==> src/rtl/accelerator_vector_multiplier_arbiter.sv <==
// Round-robin arbiter sharing one vector multiplier between four requesters.
// The owner's operand slot is muxed onto the multiplier; products are broadcast, strobes routed to the owner.
module accelerator_vector_multiplier_arbiter #(
    parameter int unsigned DATA_SIZE    = 64,
    parameter int unsigned CONTROL_SIZE = 64
) (
    input  logic                   CLK,
    input  logic                   RST,
    input  logic [3:0]             REQ,
    output logic [3:0]             GNT,
    output logic [3:0]             DONE,
    input  logic [4*DATA_SIZE-1:0] SIZE_IN,
    input  logic [4*DATA_SIZE-1:0] DATA_A_IN,
    input  logic [4*DATA_SIZE-1:0] DATA_B_IN,
    input  logic [3:0]             DATA_A_IN_ENABLE,
    input  logic [3:0]             DATA_B_IN_ENABLE,
    output logic [DATA_SIZE-1:0]   DATA_OUT,
    output logic [3:0]             DATA_OUT_ENABLE,
    output logic                   MUL_START,
    input  logic                   MUL_READY,
    output logic [DATA_SIZE-1:0]   MUL_SIZE,
    output logic [DATA_SIZE-1:0]   MUL_DATA_A,
    output logic [DATA_SIZE-1:0]   MUL_DATA_B,
    output logic                   MUL_DATA_A_ENABLE,
    output logic                   MUL_DATA_B_ENABLE,
    input  logic [DATA_SIZE-1:0]   MUL_DATA_OUT,
    input  logic                   MUL_DATA_OUT_ENABLE
);

    // A vector length is a loop count, so only the control-width bits decide "empty".
    localparam int unsigned SizeW = (CONTROL_SIZE < DATA_SIZE) ? CONTROL_SIZE : DATA_SIZE;

    typedef enum logic [1:0] {IDLE, GRANT, BUSY, RELEASE} state_t;

    state_t                 state_q;
    logic [1:0]             ptr_q;
    logic [1:0]             owner_q;
    logic [3:0]             gnt_q;
    logic [3:0]             done_q;
    logic                   start_q;
    logic [DATA_SIZE-1:0]   size_q;

    logic                   win_found_d;
    logic [1:0]             win_idx_d;
    logic [1:0]             cand_d;
    logic [DATA_SIZE-1:0]   owner_size_d;
    logic [DATA_SIZE-1:0]   owner_a_d;
    logic [DATA_SIZE-1:0]   owner_b_d;

    // Round-robin search starting at ptr_q; first hit wins.
    always_comb begin
        win_found_d = 1'b0;
        win_idx_d   = ptr_q;
        cand_d      = ptr_q;
        for (int unsigned i = 0; i < 4; i++) begin
            cand_d = ptr_q + 2'(i);
            if (!win_found_d && REQ[cand_d]) begin
                win_found_d = 1'b1;
                win_idx_d   = cand_d;
            end
        end
    end

    always_comb begin
        owner_size_d = '0;
        owner_a_d    = '0;
        owner_b_d    = '0;
        for (int unsigned i = 0; i < 4; i++) begin
            if (owner_q == 2'(i)) begin
                owner_size_d = SIZE_IN[i*DATA_SIZE +: DATA_SIZE];
                owner_a_d    = DATA_A_IN[i*DATA_SIZE +: DATA_SIZE];
                owner_b_d    = DATA_B_IN[i*DATA_SIZE +: DATA_SIZE];
            end
        end
    end

    always_ff @(posedge CLK or posedge RST) begin
        if (RST) begin
            state_q <= IDLE;
            ptr_q   <= '0;
            owner_q <= '0;
            gnt_q   <= '0;
            done_q  <= '0;
            start_q <= 1'b0;
            size_q  <= '0;
        end else begin
            done_q  <= '0;
            start_q <= 1'b0;
            case (state_q)
                IDLE: begin
                    if (win_found_d) begin
                        gnt_q   <= 4'b0001 << win_idx_d;
                        owner_q <= win_idx_d;
                        state_q <= GRANT;
                    end
                end
                GRANT: begin
                    size_q <= owner_size_d;
                    if (owner_size_d[SizeW-1:0] != '0) begin
                        start_q <= 1'b1;
                        state_q <= BUSY;
                    end else begin
                        state_q <= RELEASE;
                    end
                end
                BUSY: begin
                    if (MUL_READY) state_q <= RELEASE;
                end
                RELEASE: begin
                    done_q  <= gnt_q;
                    gnt_q   <= '0;
                    ptr_q   <= owner_q + 2'd1;
                    state_q <= IDLE;
                end
                default: state_q <= IDLE;
            endcase
        end
    end

    assign GNT               = gnt_q;
    assign DONE              = done_q;
    assign MUL_START         = start_q;
    assign MUL_SIZE          = size_q;
    assign MUL_DATA_A        = (gnt_q != '0) ? owner_a_d : '0;
    assign MUL_DATA_B        = (gnt_q != '0) ? owner_b_d : '0;
    assign MUL_DATA_A_ENABLE = |(gnt_q & DATA_A_IN_ENABLE);
    assign MUL_DATA_B_ENABLE = |(gnt_q & DATA_B_IN_ENABLE);
    assign DATA_OUT          = MUL_DATA_OUT;
    assign DATA_OUT_ENABLE   = gnt_q & {4{MUL_DATA_OUT_ENABLE}};

endmodule

==> config.mk <==
export PLATFORM = sky130hd
export DESIGN_NAME = accelerator_vector_multiplier_arbiter
export DESIGN_NICKNAME = d
export VERILOG_FILES = /design/src/rtl/accelerator_vector_multiplier_arbiter.sv
export SDC_FILE = /design/constraint.sdc
export NUM_CORES = 1
export LEC_CHECK = 0
export CORE_AREA = 4 4 437 439
export DETAILED_ROUTE_END_ITERATION = 10
export DIE_AREA = 0 0 441 443
export GPL_TIMING_DRIVEN = 0
export SETUP_SLACK_MARGIN = 0.02
export SYNTH_ARGS = -nofsm -noshare
export SYNTH_HDL_FRONTEND = slang
export SYNTH_SLANG_ARGS = --single-unit
export TNS_END_PERCENT = 30
==> constraint.sdc <==
create_clock -name CLK -period 2.6 [get_ports CLK]
set_input_delay 0.65 -clock CLK [delete_from_list [all_inputs] [get_ports CLK]]
set_output_delay 0.65 -clock CLK [all_outputs]
set_load 0.02 [all_outputs]
==> Word-level counts from Yosys, hierarchy flattened <==
Cells that the tools add are included.
Widths: inputs -> output; s select.
{ "word_totals": {"word_cells": 81, "in_bits": 848, "ff_bits": 79, "output_inout_bits": 271} }
{ "classes": {"add_sub_neg": 4, "reduce_logical": 16, "order_cmp": 4, "bitwise": 3, "n_eq_ne": 8, "n_mux": 38, "shifts": 1} }
{ "op_table": {"columns": ["operator", "count"], "rows": [
  ["$mux 64", 14],
  ["$reduce_bool 64->1", 1],
  ["$and 4x4->4", 3],
  ["$lt 2x3->1 const B", 4],
  ["$mux 1", 11],
  ["$mux 2", 5],
  ["$bmux 1 s2", 4],
  ["$eq 2x2->1 const B", 4],
  ["$mux 4", 2],
  ["$pmux 2 s4", 1],
  ["$pmux 4 s2", 1],
  ["$reduce_or 4->1", 2],
  ["$reduce_and 2->1", 3],
  ["$add 2x1->2 const B", 2],
  ["$add 2x2->2 const B", 2],
  ["$eq 2x1->1 const B", 2],
  ["$logic_not 2->1", 2],
  ["$ne 2x2->1 const B", 2],
  ["$reduce_bool 4->1", 1],
  ["$shl 1x2->4 const A", 1],
  ["$logic_and 1x1->1", 3],
  ["$logic_not 1->1", 3],
  ["$reduce_bool 2->1", 1]
]} }

==> Depth between registers and ports, before layout <==
{ "depth": {"word_depth": 15, "ltp_mapped": 12, "mapped_depth_nobuf": 9} }

==> Worst setup path before layout <==
Ideal clock, no wire load.
{ "synth_path": {"path_kind": "register to output", "from": "reg owner_q[0]", "to": "out MUL_DATA_B[43]", "setup_slack_ns": -0.241, "n_path_buf": 4, "required_time_ns": 1.950, "stages_incl_launch_ff": 13, "arrival_ns": 2.191, "path_cell_list": "dfrtp_1 -> inv_1 -> ha_1 -> buf_2 -> buf_2 -> buf_2 -> buf_1 -> nand2_1 -> nor2_1 -> a21oi_1 -> o21ai_0 -> mux2i_1 -> nor2_1"} }
{ "synth_via": {"elab_chain_len": 6} }
{ "synth_lines": {"columns": ["item", "line", "text"], "rows": [
  ["start: declaration", "37", "logic [1:0] owner_q;"],
  ["start signal: assignment", "93", "owner_q <= win_idx_d;"],
  ["$logic_not 2->1", "69", "if (owner_q == 2'(i)) begin"],
  ["$mux 64 (3 in a row)", "69", null],
  ["$mux 64 (*)", "69", null],
  ["$mux 64 (*)", "125", "assign MUL_DATA_B = (gnt_q != '0) ? owner_b_d : '0;"],
  ["end: declaration", "23", "output logic [DATA_SIZE-1:0] MUL_DATA_B,"]
]} }
Every way passes the cells marked *; elsewhere a longest branch is shown, timed or not.

==> Worst setup path after layout <==
{ "layout_path": {"from": "reg owner_q[1]", "to": "out MUL_DATA_B[24]"} }
Same word-level chain as after synthesis.

==> out/metrics.csv <==
stage;metric;value;unit
logic_synthesis;synth-edff-count;0;
timing;relative_slew_slack;34.6;%
floorplanning;initial_utilization;5.66;%
placed_design;dpl.hpwl;142000;um
timing;setup_ws;-926;ps
floorplanning;placement_rows;159;
global_route;grt_first_pass_wirelength;201000;um
cells_and_area;areaGrowthSynthToFinish;167;%
cells_and_area;drive_gt1_share;27.4;%
drt;routed_wl;166000;um
timing;setup_tns;-99830;ps
timing;timing_worst_slew_pin_value;981;ps
cells_and_area;final_util;15.1;%
logic_synthesis;synth-async-reset-ratio;100;%
logic_synthesis;synthesis.area_per_instance;6.45;sq um
logic_synthesis;synth_warnings;0;
timing;finalHoldViolations;0;
placed_design;dpl_worst_slack;-3030;ps
cells_and_area;layout.cells.non_filler;5319;
timing;report.final.slew_viol_count;0;
global_route;grt_max_degree;66;
setup_path;critical_path.startpoint_type;register;
cells_and_area;fillers;21300;
logic_synthesis;synth.yosys.seq_area_share;18.6;%
cts;clock_latency;420;ps
placed_design;port_buffers;1054;
power;share_comb_of_total_power;88.8;%
min_path;min-delay-path-class;register to register;
setup_path;arrival;2880;ps
timing;worst_clock_skew;25.6;ps
cts;root_buffer_cell;clkbuf_16;
floorplanning;chipWidth;441;um
logic_synthesis;syn_nets;2502;
cells_and_area;final_area;28300;sq um
drt;vias;18400;
timing;grt_setup_unrepaired;true;
timing;finalSetupViolCount;159;
run_status;status;finished with violations;
power;sequentialPowerShare;6.9;%
cts;cts_num_sinks;79;
drt;first_pass_iters;6;
setup_path;worst-endpoint-required;1950;ps
setup_path;worstSetupPathType;register to primary output;
global_route;globalRoute.totalOverflow;0;
power;p_clk_share;4.3;%
drt;first_iter_violations;1940;
timing;clock.fmax;284;MHz
power;p_int;14.5;mW
drt;wire_per_inst;31.2;um
global_route;grt_pass1_vias;18100;
setup_path;cp_max_fo;10;
cts;tritoncts;done;
logic_synthesis;postSynthCellCount;1645;
floorplanning;die-height;443;um
timing;fin_hold_ws;511;ps
setup_path;worstPathCellList;inv_2 > ha_4 > buf_6 > buf_6 > clkbuf_16 > buf_6 > a21oi_2 > o21ai_2 > mux2i_1 > nor2_2 > buf_6;
power;vdd.ir_drop.worst;0.510;mV
logic_synthesis;synth-main-ff-cell;dfrtp_1;
global_route;initial_antenna_violation_count;72;
drt;drt.antenna.violating_nets;0;
flow_run;cap_violations;0;
power;report.power.total;34.1;mW
placed_design;detailed_place.area;24500;sq um
floorplanning;die-area;195000;sq um
power;power_per_cell_area;1210;nW/um^2
setup_path;worstSetupEndpointType;primary output;
timing;period_needed;3530;ps
floorplanning;floorplan.io_pins;1119;
cells_and_area;finish.net_count;3645;
logic_synthesis;ys_seq_elements;79;
power;switching_share;57.5;%
drt;vias_per_cell;3.46;
power;static-leakage-power;10.8;nW
run_status;failed_checks;setup timing;
drt;drcViolationCount;0;
cts;bufs_on_longest_clock_path;2;
cts;htreeDepth;3;
timing;finalCritPeriodShare;136;%
logic_synthesis;ys_types;39;
setup_path;critical_path.slowest_cell;dfrtp_1;
setup_path;critPathMostFrequentCell;buf_6;
placed_design;gp_congestion;1.01;
global_route;global_route.usage.total;16.0;%
power;switching_power;19.6;mW
cts;cts_made_buffers;9;
cts;path_clk_slew;100;ps
setup_path;max_stage_delay;410;ps
floorplanning;fp.coreArea;187000;sq um
placed_design;dp.cells;5196;
logic_synthesis;synth.cell_area;10600;sq um
-- cells by family after synthesis --
| family | count (synthesis) | share of synthesized area (%) |
|---|---|---|
| muxes | 185 | 18.1 |
| DFF | 79 | 18.6 |
| AOI/OAI and AO/OA | 440 | 22.8 |
| buffers and inverters | 235 | 11.6 |
| and+or+nand+nor | 697 | 27.7 |
| adders and majority gates | 9 | 1.06 |
-- worst max-delay path, delay by kind of cell, from the launching register on --
family,cells,cell delay (ps)
buffers and inverters,6,1090
DFF,1,410
and+or+nand+nor,1,280
AOI/OAI and AO/OA,2,260
adders and majority gates,1,230
muxes,1,130
-- metal layers --
| layer | share of wire [%] | global-route usage (%) |
|---|---|---|
| met5 | 0.057 | 0 |
| met4 | 4.5 | 6.68 |
| met3 | 8.5 | 3.56 |
| met2 | 50 | 28.3 |
| met1 | 37 | 18.4 |
-- cells in the final DEF (no fill, tap or decap), types with 14 or more instances in the layout --
cell type        count
a21oi_1            114
a21oi_2             47
a22oi_1             14
a31oi_1             50
buf_12              39
buf_2               22
buf_4              148
buf_6              100
clkbuf_1            26
clkbuf_16           30
clkbuf_2            17
clkdlybuf4s50_1    926
dfrtp_1             74
diode_2             31
inv_1               17
mux2_2              57
mux2i_1             90
mux2i_4             32
nand2_1            306
nand2_4             14
nand3b_1            52
nor2_1             145
nor2_2             103
nor2_4              22
o21ai_0             46
o21ai_1             59
o21ai_2             41
o22ai_1             47
-- area by class of cell --
type	instances	area, sq um	share of cell area (%)
Timing Repair Buffer	1135	11500	40.8
Multi-Input combinational cell	1331	8870	31.4
Tap cell	2495	3120	11.0
Buffer	211	2280	8.07
Sequential cell	79	1980	7.01
Clock buffer	9	225	0.797
Inverter	21	96.3	0.341
Antenna cell	31	77.6	0.274
Clock inverter	7	75.1	0.266
-- cell usage after synthesis, drive strengths merged (2+ instances only) --
| cell type | instances | area [sq um] |
|---|---|---|
| a22oi | 14 | 105 |
| dfrtp | 79 | 1980 |
| o21ai | 147 | 736 |
| nor3b | 2 | 15.0 |
| nand2 | 331 | 1240 |
| o31ai | 2 | 15.0 |
| ha | 9 | 113 |
| o22ai | 53 | 357 |
| a21oi | 165 | 826 |
| nor2 | 270 | 1020 |
| clkbuf | 65 | 244 |
| nand3b | 52 | 390 |
| buf | 149 | 911 |
| nand3 | 2 | 10.0 |
| nor3 | 3 | 15.0 |
| nand2b | 2 | 20.0 |
| a22o | 2 | 17.5 |
| nor2b | 5 | 31.3 |
| inv | 21 | 78.8 |
| mux2 | 57 | 642 |
| a31oi | 53 | 332 |
| nand4 | 3 | 18.8 |
| nor4 | 16 | 106 |
| and2 | 9 | 56.3 |
| mux2i | 128 | 1280 |
-- repair_timing --
item                                    CTS  global route
setup endpoints to repair               199           167
buffers inserted                         41            25
gates resized for setup                1030           471
hold buffers                              0             0
pin swaps                                53            82
endpoints found under the hold margin     0             0
gates cloned                             11             5
-- worst paths after layout --
kind,slack (ps),from,cells past startpoint,to
max,-930,owner_q[1]$_DFFE_PP0P_,11,MUL_DATA_B[24]
min,510,MUL_SIZE[18]$_DFFE_PP0P_,1,MUL_SIZE[18]$_DFFE_PP0P_
max reg2reg,-850,owner_q[1]$_DFFE_PP0P_,11,MUL_START$_DFF_PP0_
min reg2reg,510,MUL_SIZE[18]$_DFFE_PP0P_,1,MUL_SIZE[18]$_DFFE_PP0P_
max in group asynchronous,1310,RST,3,GNT[1]$_DFFE_PP0P_
min in group asynchronous,520,RST,2,DONE[3]$_DFF_PP0_
-- power by group through the flow --
stage,Sequential [mW],Combinational (mW),Clock (mW)
6_report,2.36,30.3,1.46
5_1_grt,2.42,31.5,1.53
4_1_cts,2.36,28.7,1.50
3_5_place_dp,2.37,24.4,0
3_3_place_gp,2.34,24.2,0
2_1_floorplan,2.83,10.7,0
-- flip-flops by register name, indices dropped and copies added, names as in the netlist --
name,flops
GNT,4
ptr_q,2
MUL_SIZE,64
owner_q,2
state_q,2
MUL_START,1
DONE,4
No activity file was read; power rests on OpenSTA's default activity.
